[config.mk]
export PLATFORM = sky130hd
export DESIGN_NAME = mem_arbiter
export DESIGN_NICKNAME = d
export VERILOG_FILES = /design/src/rtl/mem_arbiter.sv
export SDC_FILE = /design/constraint.sdc
export NUM_CORES = 1
export LEC_CHECK = 0
export BUFFER_PORTS_ARGS = -buffer_cell sky130_fd_sc_hd__buf_2
export CORE_ASPECT_RATIO = 0.5
export CORE_MARGIN = 5
export CORE_UTILIZATION = 30
export CTS_CLUSTER_DIAMETER = 200
export DETAILED_ROUTE_END_ITERATION = 10
export GPL_TIMING_DRIVEN = 1
export SLEW_MARGIN = 20
export SYNTH_ARGS = -nofsm -noshare
export SYNTH_HDL_FRONTEND = slang
export SYNTH_SLANG_ARGS = --single-unit
export TNS_END_PERCENT = 10
[constraint.sdc]
create_clock -name clk -period 2.9 [get_ports clk]
set_input_delay 0.58 -clock clk [delete_from_list [all_inputs] [get_ports clk]]
set_output_delay 0.58 -clock clk [all_outputs]
set_load 0.01 [all_outputs]
[src/rtl/mem_arbiter.sv]
// mem_arbiter: serializes fetch-stage and memory-stage accesses onto one
// single-port memory and raises memstall while either stage is waiting.
// The memory stage wins when both request in the same cycle.
// Optional build macro MEM_ARB_BYPASS_EN: forwards mem_rdata straight to
// instrF/readdataM in the completion cycle and drops that stall term early.
module mem_arbiter #(
  parameter int MEM_LAT = 2,
  parameter int AW      = 32,
  parameter int DW      = 32
) (
  input  logic          clk,
  input  logic          reset,
  input  logic          ifreqF,
  input  logic [AW-1:0] pcF,
  input  logic          stallF,
  input  logic          dreqM,
  input  logic          memwriteM,
  input  logic [AW-1:0] aluoutM,
  input  logic [DW-1:0] writedataM,
  output logic [DW-1:0] instrF,
  output logic [DW-1:0] readdataM,
  output logic          memstall,
  output logic          mem_req,
  output logic          mem_we,
  output logic [AW-1:0] mem_addr,
  output logic [DW-1:0] mem_wdata,
  input  logic [DW-1:0] mem_rdata
);

  localparam int CW = $clog2(MEM_LAT) + 1;
  localparam logic [CW-1:0] CNT_LOAD = CW'(MEM_LAT - 1);

  typedef enum logic [1:0] {
    IDLE  = 2'd0,
    FETCH = 2'd1,
    DATA  = 2'd2
  } state_t;

  state_t        state_q, state_d;
  logic [CW-1:0] cnt_q, cnt_d;
  logic          fdone_q, fdone_d;
  logic          ddone_q, ddone_d;
  logic [DW-1:0] instr_q, instr_d;
  logic [DW-1:0] rdata_q, rdata_d;
  logic          req_q, req_d;
  logic          we_q, we_d;
  logic [AW-1:0] addr_q, addr_d;
  logic [DW-1:0] wdata_q, wdata_d;

  logic          fpend_s, dpend_s;
  logic          done_s, fcomp_s, dcomp_s;
  logic          memstall_s;

  // Pending terms, completion detection and the pipeline freeze.
  always_comb begin
    fpend_s = ifreqF & ~fdone_q;
    dpend_s = dreqM & ~ddone_q;
    done_s  = (state_q != IDLE) && (cnt_q == {CW{1'b0}});
    fcomp_s = (state_q == FETCH) && done_s;
    dcomp_s = (state_q == DATA) && done_s;
`ifdef MEM_ARB_BYPASS_EN
    // The word is forwarded this cycle, so the finishing stage need not wait.
    memstall_s = ~reset & ((fpend_s & ~fcomp_s) | (dpend_s & ~dcomp_s));
`else
    memstall_s = ~reset & (fpend_s | dpend_s);
`endif
  end

  // Next-state logic: the data side has priority; completions chain directly.
  always_comb begin
    state_d = state_q;
    case (state_q)
      IDLE: begin
        if (dpend_s) begin
          state_d = DATA;
        end else if (fpend_s) begin
          state_d = FETCH;
        end else begin
          state_d = IDLE;
        end
      end
      FETCH: begin
        if (done_s) begin
          if (dpend_s) begin
            state_d = DATA;
          end else begin
            state_d = IDLE;
          end
        end else begin
          state_d = FETCH;
        end
      end
      DATA: begin
        if (done_s) begin
          if (fpend_s) begin
            state_d = FETCH;
          end else begin
            state_d = IDLE;
          end
        end else begin
          state_d = DATA;
        end
      end
      default: begin
        state_d = IDLE;
      end
    endcase
  end

  // Latency countdown, done flags, return buffers and registered memory port.
  always_comb begin
    cnt_d   = cnt_q;
    fdone_d = fdone_q;
    ddone_d = ddone_q;
    instr_d = instr_q;
    rdata_d = rdata_q;
    req_d   = 1'b0;
    we_d    = 1'b0;
    addr_d  = addr_q;
    wdata_d = wdata_q;

    // Reload on every entry into an access, including chained ones.
    if ((state_d != IDLE) && ((state_q == IDLE) || done_s)) begin
      cnt_d = CNT_LOAD;
    end else if (state_q != IDLE) begin
      cnt_d = cnt_q - CW'(1);
    end else begin
      cnt_d = cnt_q;
    end

    // Consumption wins over completion: with forwarding the stage takes the
    // word in the same cycle, so the flag must not survive that edge.
    if (~memstall_s & ~stallF) begin
      fdone_d = 1'b0;
    end else if (fcomp_s) begin
      fdone_d = 1'b1;
    end else begin
      fdone_d = fdone_q;
    end

    if (~memstall_s) begin
      ddone_d = 1'b0;
    end else if (dcomp_s) begin
      ddone_d = 1'b1;
    end else begin
      ddone_d = ddone_q;
    end

    if (fcomp_s) begin
      instr_d = mem_rdata;
    end else begin
      instr_d = instr_q;
    end

    if (dcomp_s && !memwriteM) begin
      rdata_d = mem_rdata;
    end else begin
      rdata_d = rdata_q;
    end

    // Memory port follows the state being entered; address/data hold in IDLE.
    case (state_d)
      FETCH: begin
        req_d  = 1'b1;
        addr_d = pcF;
      end
      DATA: begin
        req_d   = 1'b1;
        we_d    = memwriteM;
        addr_d  = aluoutM;
        wdata_d = writedataM;
      end
      default: begin
        req_d  = 1'b0;
        we_d   = 1'b0;
        addr_d = addr_q;
      end
    endcase
  end

  // FSM state register.
  always_ff @(posedge clk) begin
    if (reset) begin
      state_q <= IDLE;
    end else begin
      state_q <= state_d;
    end
  end

  // Datapath registers; reset aborts any access in progress.
  always_ff @(posedge clk) begin
    if (reset) begin
      cnt_q   <= {CW{1'b0}};
      fdone_q <= 1'b0;
      ddone_q <= 1'b0;
      instr_q <= {DW{1'b0}};
      rdata_q <= {DW{1'b0}};
      req_q   <= 1'b0;
      we_q    <= 1'b0;
      addr_q  <= {AW{1'b0}};
      wdata_q <= {DW{1'b0}};
    end else begin
      cnt_q   <= cnt_d;
      fdone_q <= fdone_d;
      ddone_q <= ddone_d;
      instr_q <= instr_d;
      rdata_q <= rdata_d;
      req_q   <= req_d;
      we_q    <= we_d;
      addr_q  <= addr_d;
      wdata_q <= wdata_d;
    end
  end

`ifdef MEM_ARB_BYPASS_EN
  assign instrF    = fcomp_s ? mem_rdata : instr_q;
  assign readdataM = (dcomp_s && !memwriteM) ? mem_rdata : rdata_q;
`else
  assign instrF    = instr_q;
  assign readdataM = rdata_q;
`endif
  assign memstall  = memstall_s;
  assign mem_req   = req_q;
  assign mem_we    = we_q;
  assign mem_addr  = addr_q;
  assign mem_wdata = wdata_q;

endmodule

== Word level (Yosys, flattened, before mapping) ==
Cells that the tools add are included.

* Input port bits: 134
* Register bits: 136

* Bitwise operators: 11
* Add/subtract/negate cells: 1
* Reduce and logical (&&, ||, !) cells: 18
* Muxes and demuxes: 10
* Eq/ne operators: 4

{| class="wikitable"
|+ Operators by type and width
! cell !! number
|-
| $pmux 32 s2 || 1
|-
| $reduce_or 2->1 || 5
|-
| $mux 2 || 4
|-
| $reduce_bool 2->1 || 4
|-
| $not 1->1 || 6
|-
| $pmux 2 s3 || 1
|-
| $logic_and 1x1->1 || 5
|-
| $and 1x1->1 || 4
|-
| $eq 2x1->1 const B || 2
|-
| $eq 2x2->1 const B || 2
|-
| $logic_not 2->1 || 2
|-
| $mux 1 || 4
|-
| $sub 2x1->2 const B || 1
|-
| $logic_not 1->1 || 1
|-
| $logic_or 1x1->1 || 1
|-
| $or 1x1->1 || 1
|}

== Depth between registers and ports, before layout ==
* Depth in word-level cells: 8
* Gate-level depth with buffers: 11

== Worst setup path after synthesis ==
Ideal clock, no wire load.

* Path type: register to register
* Start: register cnt_q[0]
* End: register addr_q[15] (netlist: mem_addr[15])
* Slack: 0.511 ns
* Data required time: 2.814 ns
* Arrival: 2.304 ns
* Period minus slack after synthesis: 2.389 ns
* Stages on the path, launching flop included: 11
* Buffers on the path: 3
* Cell sequence: dfxtp_1 inv_1 ha_1 buf_6 mux2_4 o32a_1 ha_1 buf_2 clkbuf_1 nor2_1 a211oi_1

* Cells in the longest elaborated chain, start to end: 6
* Elaborated cells on any way between the ends: 9
* Classes of those cells: eq/ne (2); mux (4); reduce/logical (3)

{| class="wikitable"
|+ Ends and longest elaborated chain
! what !! RTL line !! RTL
|-
| start: declaration || 40 || <nowiki>logic [CW-1:0] cnt_q, cnt_d;</nowiki>
|-
| start signal: assignment || 193 || <nowiki>cnt_q <= {CW{1'b0}};</nowiki>
|-
| start signal: assignment || 203 || <nowiki>cnt_q <= cnt_d;</nowiki>
|-
| $logic_not 2->1 * || 58 || <nowiki>done_s = (state_q != IDLE) && (cnt_q == {CW{1'b0}});</nowiki>
|-
| $logic_and 1x1->1 * || 58 ||
|-
| $mux 2, on equally long branches || 94, 83 ||
|-
| $pmux 2 s3 * || 72 || <nowiki>case (state_q)</nowiki>
|-
| $eq 2x2->1 or $eq 2x1->1 (tied branches) || 162 || <nowiki>case (state_d)</nowiki>
|-
| $pmux 32 s2 or $reduce_bool 2->1 (tied branches) || -- ||
|-
| end signal: assignment || 200 || <nowiki>addr_q <= {AW{1'b0}};</nowiki>
|-
| end signal: assignment || 210 || <nowiki>addr_q <= addr_d;</nowiki>
|-
| end: declaration || 47 || <nowiki>logic [AW-1:0] addr_q, addr_d;</nowiki>
|}

Every way passes the cells marked *; elsewhere a longest branch is shown, timed or not.
A chain may end at the register's enable or synchronous reset.

== Worst setup path in the final report ==
* Start: register cnt_q[0]
* End: register addr_q[7] (netlist: mem_addr[7])

Same word-level chain as after synthesis.

==> impl_results.md <==
- Outcome: complete, no violations
- Post-CTS Setup Repair Bufs: 0
- Initial antenna violation count: 1
- EDFF count, synth: 0
- Number of gates resized after CTS: 0
- Die width: 195 microns
- Yosys warnings: 0
- Post-CTS Hold Fix Bufs: 0
- Die footprint: approximately 20000 sq um
- Psw: approximately 1.8 mW
- Clock Path Buffers: 2
- Placed Area: ~6600 sq um
- Vias: 4712
- Post-route cell area: about 7300 sq um
- Setup TNS: 0 ps
- Clock root buffer: clkbuf_16
- Post-Synthesis Net Count: 707
- Critical Path Max Stage Delay: 410 ps
- Clock share of power: 39.8%
- CP Buf/Inv Count: 2
- Num CTS Buffers: 17
- Critical path origin: cnt_q[0]$_SDFFE_PP0P_
- N_diodes: 0
- Post-synth cell types: 29
- Area growth syn-to-layout: 42.5%
- Core ar.: ~17000 sq um
- Worst Path Required: around 3200 ps
- Post-route ant nets: 0
- CTS HTree Levels: 4
- Critical path peak fanout: 65
- Layout cells sized above 1: 37.2%
- Async SR Flop Fraction: 0%
- Mapped cell area: between 5000 and 6000 sq um
- R2R cell count: 8
- Internal Power: around 4.5 mW
- Vias per cell: 4.46
- Slew Limit Fails: 0
- DR pass1 iterations: 4
- Power Dens Cells: between 800 and 900 nW/um^2
- Ports: between 200 and 300
- 1st-iter DRT viols: 133
- # rows: 33
- Syn Inst Count: between 500 and 600
- Period utilisation layout: between 80 and 90%
- Clock transition at the registers of the reported paths: 60 ps
- Worst IR drop on VDD: between 400 and 500 uV
- Wire per inst: between 10 and 15 microns
- Ys flop type: dfxtp_1
- Largest area contributor in the netlist: dfxtp_1
- First-pass GRT wire length: 23400 microns
- Top cells by count, synth: dfxtp_1, nand2_1, nor2_1, a21oi_1, mux2i_1
- FF+latch count, synth: about 140
- Worst EP arrival: 2820 ps
- WHS: 405 ps
- Average size of a mapped cell: about 9.0 sq um
- Final non-filler cell total: between 1k and 1.5k
- RSZ-0062 raised after global routing: false
- Pin count of the biggest net entering global routing: ~140
- R2R setup slack: 390 ps
- Total power: roughly 6.3 mW
- Grt ovf: 0
- GRT Util Overall: between 10 and 15%
- Drt total wl: between 15000 and 20000 microns
- Max transition margin: between 50% and 60%
- Sw frac: 28.5%
- Startpoint types: flop
- Fin. Hold Viols: 0
- Worst slew pin tran: around 630 ps
- Combinational share of power: around a quarter
- Worst Setup EP: mem_addr[7]$_SDFFE_PP0P_
- Vias in the first global route: 4643
- Worst Hold Class: primary input to flop
- RR Endpoint: mem_addr[7]$_SDFFE_PP0P_
- CP delay by family, top: adder cells
- Final min period: about 2500 ps
- CTS tree: yes
- Crit-path cells: inv_1 > ha_1 > mux2_4 > o32a_1 > ha_2 > buf_12 > nor2_1 > a211oi_1
- Max_cap viols: 0
- Flop pwr share: 36.3%
- DRC: 0
- PortBufs: approximately 260
- Clk_skew: between 8 and 9 ps
- Crit. End Element: flop
- Most frequent cell after synthesis: dfxtp_1
- Clock Latency Late Sink: 410 ps
- Initial Util: 31.0%
- GPL Wtd Cong: approximately 0.76
- Worst r2r src: cnt_q[0]$_SDFFE_PP0P_
- Final setup fails: 0
- Die Ht: approximately 100 microns
- Crit path depth: 8
- Layout Nets: approximately 950
- Achievable clock frequency: between 300 and 400 MHz
- Placed cells: approximately 1.0k
- Pleak: around 3.4 nW
- Cell at the slowest stage of the critical path: o32a_1
- Synth top area cells: dfxtp_1, mux2i_1, nand2_1, a21oi_1, nor2_1
- Yosys top cell area share: 53.0%
- WS Path Type: flop to flop
- Sinks on Clock Net: about 140
- Sequential area share after synthesis: 53.0%
- DP Wirelength: around 11000 microns
[cell type report]
class	count	area (sq um)
clock buffers	21	470
clock inverters	11	218
fillers	1689	9270
inverters	4	15.0
multi-input cells	384	2180
flip-flops and latches	136	2720
well taps	227	284
repair buffers	274	1440
[sequential cells by signal (all words and copies together) (netlist names), 2 cells and up]
register / count
state_q: 2
readdataM: 32
cnt_q: 2
instrF: 32
mem_addr: 32
mem_wdata: 32
[power groups by stage]
stage | clock network, mW | registers, mW | logic (mW)
after detailed placement | 0 | 2.32 | 1.53
after CTS | 2.57 | 2.28 | 1.53
final | 2.50 | 2.28 | 1.50
after global routing | 2.65 | 2.32 | 1.66
after floorplan | 0 | 2.44 | 0.850
after global placement | 0 | 2.32 | 1.49
[metrics by stage]
step	utilization (%)	worst slack [ps]
2_1_floorplan	-	511
3_3_place_gp	40.0	505
3_5_place_dp	40.0	413
4_1_cts	44.1	387
5_1_grt	44.1	197
6_report	44.1	392
[cell families after synthesis]
group	count (synthesis)	synth area share [%]
AO/OA/AOI/OAI	104	12.1
adder cells (fa/ha/maj)	3	0.730
buffers and inverters	50	4.92
flip-flops	136	53.0
multiplexers	65	12.8
AND/OR/NAND/NOR	212	16.6
[per-layer routing]
layer	vias to the layer above	GRT usage [%]	part of all wire (%)
met5	-	0	0.047
met4	2	7.02	2.6
met3	27	3.59	4.9
met2	120	24.5	49
met1	2150	17.9	43
li1	2413	-	-
[worst min-delay path by stage]
stage / start / to / slack, ps / cells past startpoint
global route: writedataM[1] / mem_wdata[1]$_SDFFE_PP0P_ / 410 / 3
detailed placement: instrF[27]$_SDFFE_PP0P_ / instrF[27]$_SDFFE_PP0P_ / 450 / 2
global placement: instrF[0]$_SDFFE_PP0P_ / instrF[0]$_SDFFE_PP0P_ / 440 / 2
CTS: writedataM[30] / mem_wdata[30]$_SDFFE_PP0P_ / 390 / 3
finish: writedataM[26] / mem_wdata[26]$_SDFFE_PP0P_ / 400 / 3
floorplan: cnt_q[1]$_SDFFE_PP0P_ / cnt_q[1]$_SDFFE_PP0P_ / 450 / 2
[cell usage in the layout (no fill, tap or decap), types with 2 or more instances in the layout]
cell type,count
mux2i_1,64
clkbuf_16,17
buf_12,3
nand2_1,129
a21oi_1,66
clkbuf_8,3
nor2_1,68
clkinvlp_4,2
clkinv_4,2
nor3b_1,2
buf_4,8
nand2b_1,3
a211oi_1,33
and3b_1,2
bufinv_16,6
buf_2,263
nor2b_1,2
dfxtp_1,136
inv_1,4
[tightest hold or removal path: stages]
cell     delay (ps)
buf_2            80
mux2i_1          50
nor2_1           70
Power figures use the tool's default switching activity.
